File: src/rtl/mult_pkg.sv
// Shared types and default widths for the multiply sequencer and related controllers.
package mult_pkg;

  localparam int unsigned DefAW = 64;
  localparam int unsigned DefBW = 64;

  // Sequencer states: arbitrate, low-half pass, high-half pass, result hold.
  typedef enum logic [1:0] {
    StIdle,
    StLo,
    StHi,
    StDone
  } state_e;

endpackage

File: src/rtl/rr_arbiter.sv
// Combinational round-robin arbiter: grants the first asserted request at or after ptr,
// wrapping modulo NREQ. Pointer bookkeeping is left to the caller.
module rr_arbiter #(
  parameter int unsigned NREQ  = 2,
  parameter int unsigned PTR_W = 1
) (
  input  logic [NREQ-1:0]  req,
  input  logic [PTR_W-1:0] ptr,
  output logic [NREQ-1:0]  gnt
);

  logic found;

  // Scan offsets from the pointer outward; the first hit wins.
  always_comb begin
    gnt   = '0;
    found = 1'b0;
    for (int unsigned i = 0; i < NREQ; i++) begin
      for (int unsigned j = 0; j < NREQ; j++) begin
        if (!found && req[j] && (((32'(ptr) + i) % NREQ) == j)) begin
          gnt[j] = 1'b1;
          found  = 1'b1;
        end
      end
    end
  end

endmodule

File: src/rtl/mult_rr_sequencer.sv
// Round-robin sequencer for a shared 32x64 carry-save partial-product unit. Runs a 64x64
// unsigned multiply as two passes (low half of A, then high half) and accumulates the
// carry-save pair into a full-width product tagged with the owning requester's index.
module mult_rr_sequencer
  import mult_pkg::*;
#(
  parameter int unsigned NREQ = 2,
  parameter int unsigned A_W  = DefAW,
  parameter int unsigned B_W  = DefBW,
  parameter int unsigned ID_W = 1
) (
  input  logic                  clk,
  input  logic                  rst,
  input  logic [NREQ-1:0]       req_valid,
  output logic [NREQ-1:0]       req_ready,
  input  logic [NREQ*A_W-1:0]   req_a,
  input  logic [NREQ*B_W-1:0]   req_b,
  output logic [A_W/2-1:0]      pp_in0,
  output logic [B_W-1:0]        pp_in1,
  input  logic [A_W/2+B_W-1:0]  pp_a,
  input  logic [A_W/2+B_W-1:0]  pp_b,
  output logic                  res_valid,
  input  logic                  res_ready,
  output logic [A_W+B_W-1:0]    res_data,
  output logic [ID_W-1:0]       res_id,
  output logic                  busy
);

  localparam int unsigned HW = A_W / 2;
  localparam int unsigned PW = HW + B_W;
  localparam int unsigned RW = A_W + B_W;

  state_e          state_q, state_d;
  logic [ID_W-1:0] ptr_q, ptr_d;
  logic [ID_W-1:0] id_q, win_id;
  logic [A_W-1:0]  a_q, a_sel;
  logic [B_W-1:0]  b_q, b_sel;
  logic [RW-1:0]   acc_q, acc_d;
  logic [PW:0]     pp_sum;
  logic [NREQ-1:0] gnt;
  logic            grant;

  rr_arbiter #(
    .NREQ  (NREQ),
    .PTR_W (ID_W)
  ) u_arb (
    .req (req_valid),
    .ptr (ptr_q),
    .gnt (gnt)
  );

  // Keep the carry out of the carry-save add so nothing is lost before the shift.
  assign pp_sum = {1'b0, pp_a} + {1'b0, pp_b};
  assign grant  = (state_q == StIdle) && (|gnt);

  // Decode the one-hot grant into the winner's index and operands.
  always_comb begin
    win_id = '0;
    a_sel  = '0;
    b_sel  = '0;
    for (int unsigned j = 0; j < NREQ; j++) begin
      if (gnt[j]) begin
        win_id = ID_W'(j);
        a_sel  = req_a[j*A_W +: A_W];
        b_sel  = req_b[j*B_W +: B_W];
      end
    end
    if ((32'(win_id) + 32'd1) >= NREQ) begin
      ptr_d = '0;
    end else begin
      ptr_d = win_id + ID_W'(1);
    end
  end

  // Next state, accumulator update and all datapath/handshake outputs.
  always_comb begin
    state_d   = state_q;
    acc_d     = acc_q;
    req_ready = '0;
    pp_in0    = '0;
    pp_in1    = '0;
    res_valid = 1'b0;
    res_data  = '0;
    res_id    = '0;
    busy      = 1'b1;
    unique case (state_q)
      StIdle: begin
        busy = 1'b0;
        // Grant is combinational from req_valid; hold it off while reset is asserted.
        if (rst) begin
          req_ready = gnt;
        end
        if (|gnt) begin
          state_d = StLo;
        end
      end
      StLo: begin
        pp_in0  = a_q[HW-1:0];
        pp_in1  = b_q;
        acc_d   = RW'(pp_sum);
        state_d = StHi;
      end
      StHi: begin
        pp_in0  = a_q[A_W-1:HW];
        pp_in1  = b_q;
        acc_d   = acc_q + (RW'(pp_sum) << HW);
        state_d = StDone;
      end
      StDone: begin
        res_valid = 1'b1;
        res_data  = acc_q;
        res_id    = id_q;
        if (res_ready) begin
          state_d = StIdle;
        end
      end
      default: state_d = StIdle;
    endcase
  end

  // State, accumulator and operand capture; operands and pointer only move on a grant.
  always_ff @(posedge clk or negedge rst) begin
    if (!rst) begin
      state_q <= StIdle;
      ptr_q   <= '0;
      id_q    <= '0;
      a_q     <= '0;
      b_q     <= '0;
      acc_q   <= '0;
    end else begin
      state_q <= state_d;
      acc_q   <= acc_d;
      if (grant) begin
        a_q   <= a_sel;
        b_q   <= b_sel;
        id_q  <= win_id;
        ptr_q <= ptr_d;
      end
    end
  end

endmodule

File: config.mk
export PLATFORM = sky130hd
export DESIGN_NAME = mult_rr_sequencer
export DESIGN_NICKNAME = d
export VERILOG_FILES = /design/src/rtl/mult_pkg.sv /design/src/rtl/rr_arbiter.sv /design/src/rtl/mult_rr_sequencer.sv
export SDC_FILE = /design/constraint.sdc
export NUM_CORES = 1
export LEC_CHECK = 0
export CORE_AREA = 2 2 266 268
export CTS_BUF_LIST = sky130_fd_sc_hd__clkbuf_4 sky130_fd_sc_hd__clkbuf_8 sky130_fd_sc_hd__clkbuf_16
export DETAILED_ROUTE_END_ITERATION = 8
export DIE_AREA = 0 0 268 270
export PLACE_DENSITY = 0.61
export SYNTH_ARGS = -nofsm -noshare
export SYNTH_HDL_FRONTEND = slang
export SYNTH_HIERARCHICAL = 1
export SYNTH_SLANG_ARGS = --single-unit
File: constraint.sdc
create_clock -name clk -period 6.6 [get_ports clk]
set_clock_uncertainty 0.1 [all_clocks]
set_input_delay 1.32 -clock clk [delete_from_list [all_inputs] [get_ports clk]]
set_output_delay 1.32 -clock clk [all_outputs]
set_load 0.02 [all_outputs]
==> results.md <==
- Status: finished clean
- Pre-Repair DR Iteration Count: 5
- Io pins: 682
- Clock Sinks: 260
- Die H: 270 um
- Distinct cells, synth: 78
- Final period util: 99.0%
- CTS tree: yes
- Final hold violations: 0
- Final net count: 5,126
- Post-DRT Antenna Nets: 0
- Req. time, crit path: 7.02 ns
- TritonCTS Buffers: 37
- Worst slew pin tran: 1.17 ns
- Worst-skew pair later-pin latency: 0.58 ns
- Via/cell ratio: 5.44
- Initial antenna violation count: 29
- Post-synth top area cell: dfrtp_1
- Worst reg2reg path startpoint: acc_q[32]
- Crit. End Element: flop
- Number of flops mapped to enable cells by yosys: 0
- Remaining Overflow, GRT: 0
- Design Power: 17,800 uW
- Slew Viols, Final: 0
- Asr flop ratio synth: 100%
- Final setup viols: 0
- DP HPWL: 102,000 um
- Routed wire length: 127,000 um
- Leakage: 0.0184 uW
- DR iter-0 viols: 2,017
- Register clock-pin slew on the reported worst setup and hold paths: 0.06 ns
- Total track usage: 33.7%
- Crit path from: pp_a[13]
- Worst flop-to-flop path endpoint: acc_q[70]
- Relative slew slack: 21.8%
- Reg2reg path depth: 15
- Syn Nets: 3,792
- Area contributors post-synth: dfrtp_1 (26%), ha_1 (10%), a21oi_1 (5.7%)
- WP data arrival: 6.95 ns
- Post-Syn Area: 24,600 um^2
- Max-cap check violation count: 0
- Post-synth top cells: nand2_1 (363), a21oi_1 (280), o21ai_0 (262)
- Syn-to-layout area delta: 65.8%
- Die Area: 72,400 um^2
- Max FO, Critical Path: 3
- Drt drc: 0
- Worst ir drop on vdd: 0.500 mV
- Critical path class: input port to flop
- Gp weighted congestion: 0.971
- Vias in the first global route: 28,979
- HP Class: flop to flop
- Core ar.: 69,500 um^2
- Top-count cell post-synth: nand2_1
- Clock tree buffer depth: 3
- PortBufs: 681
- # fillers: 6,470
- Cell count after synthesis: 3,134
- Pin count of the biggest net entering global routing: 168
- Fraction of layout cells with a size suffix above 1: 25.1%
- Row cnt: 97
- Final min period: 6.53 ns
- Power per Cell Area: 438 nW/um^2
- #FFs+latches synth: 260
- Post-layout util: 58.6%
- Post-synth top area share: 26.5%
- Avg Cell Area, Syn: 7.84 um^2
- CP startpoint kind: input port
- RSZ-0062 raised after global routing: true
- Global-route wire length before repair: 184,000 um
- Root buffer cell: clkbuf_16
- Starting density of the core: 35.3%
- Via count: 29,673
- Die X: 268 um
- Dominant synthesized flop cell: dfrtp_1
- Worst reg-to-reg setup slack: 2.13 ns
- H-Tree Depth: 2
- Synthesis Warnings: 6
- Routed WL per cell: 23.3 um
- CP endpoint: acc_q[121]
- Sequential fraction of the synthesis area: 26.5%
- Fmax achieved: 153 MHz
==> routing by layer <==
| metal | wire length [um] | global-route usage (%) | vias up |
|---|---|---|---|
| met1 | 50300 | 40.7 | 14330 |
| met2 | 62600 | 57.6 | 1020 |
| met3 | 8260 | 6.48 | 225 |
| met5 | 44 | 0 | - |
| li1 | - | - | 14092 |
| met4 | 5810 | 15.5 | 6 |
==> how the worst min path moves through the flow <==
stage	start	to	slack, ns	cells past startpoint
5_1_grt	b_q[36]	b_q[36]	0.39	2
3_3_place_gp	b_q[40]	b_q[40]	0.35	2
4_1_cts	b_q[36]	b_q[36]	0.38	2
3_5_place_dp	b_q[36]	b_q[36]	0.36	2
2_1_floorplan	b_q[0]	b_q[0]	0.34	2
6_report	b_q[45]	b_q[45]	0.37	2
==> final cells by class <==
class | count | area [um^2] | area share, %
diodes | 20 | 50.0 | 0.123
clock buffers | 49 | 1060 | 2.60
clock inverters | 18 | 206 | 0.507
inverters | 71 | 269 | 0.661
multi-input cells | 2600 | 18400 | 45.1
flip-flops and latches | 260 | 6510 | 16.0
well taps | 940 | 1180 | 2.89
repair buffers | 1498 | 13100 | 32.1
==> logic make-up after synthesis <==
family          Yosys count  share of synthesized area (%)
compound gates         1154                           30.7
xor+xnor                172                           6.13
simple gates           1038                           20.7
flops                   260                           26.5
buf+inv                 274                           4.20
fa+ha+maj               205                           10.5
mux                      31                           1.27
==> per-stage QoR <==
stage          area [um^2]  hold WS [ns]  worst slack (ns)  cells  setup TNS (ns)
2_1_floorplan        24600         0.342           0.00265   3134               0
3_3_place_gp         37800         0.355             -1.40   5331          -42.77
3_5_place_dp         37800         0.362             -1.47   5331          -46.36
4_1_cts              39600         0.375            -0.169   5406          -0.891
5_1_grt              40700         0.394            -0.147   5456          -0.426
6_report             40700         0.374            0.0686   5456               0
==> what timing repair did <==
action | CTS | global route
setup endpoints to repair | 42 | 48
hold buffers | 0 | 0
gates resized for setup | 99 | 187
buffers inserted | 11 | 31
pin swaps | 47 | 81
==> state kept, by name (all words and copies together) (netlist names) <==
name     cells
acc_q      128
state_q      2
a_q         64
id_q         1
ptr_q        1
b_q         64
==> critical path: stages <==
cell and delay (ns):
clkdlybuf4s50_1 0.51, ha_4 0.23, a21oi_2 0.16, buf_4 0.14, o211ai_1 0.11, a2bb2oi_2 0.17, buf_4 0.14, a31o_4 0.24
buf_4 0.13, nor2b_2 0.15, a21bo_2 0.24, a21oi_2 0.16, xnor2_1 0.09, buf_4 0.16, ha_1 0.28, and3_1 0.21
and2_4 0.15, inv_1 0.04, or4_4 0.43, o21bai_4 0.21, a21oi_2 0.10, or3_4 0.43, o31ai_4 0.30, a21oi_2 0.13
buf_4 0.17, or4_4 0.47, nand3_2 0.08
==> placed cells by master (no fill, tap or decap), types with 11 or more instances in the layout <==
cell,Yosys,final
dlymetal6s2s_1,0,18
xnor2_1,98,89
xor2_1,74,71
and3_1,23,21
a21o_1,117,117
or3_1,14,11
a211oi_1,18,11
inv_1,70,65
dfrtp_1,260,260
ha_4,0,30
a21oi_2,5,37
buf_6,0,11
nor2b_1,60,56
nand2b_1,12,12
mux2i_1,29,29
o21a_1,26,24
a21oi_1,280,243
buf_4,0,802
and2_1,209,207
nor2_1,172,165
o21ai_2,0,13
a22o_1,55,55
clkdlybuf4s50_1,0,658
a31o_2,34,33
nand4_1,61,61
o21bai_1,51,49
ha_1,203,169
clkbuf_16,0,37
o21ai_0,262,225
nand3_1,40,35
a31oi_1,44,40
nand2_1,363,360
o21ai_1,3,26
nor3_1,48,40
diode_2,0,20
a22oi_1,132,132
o31ai_1,23,16
==> report_power, final <==
group | switching, uW | leakage (uW) | total [uW] | internal [uW]
clock network | 860 | 0.000627 | 2120 | 1260
logic | 6900 | 0.0146 | 12800 | 5870
registers | 608 | 0.00321 | 2970 | 2360
total | 8360 | 0.0184 | 17800 | 9490
Note: power is estimated with default switching activity, not from simulation.
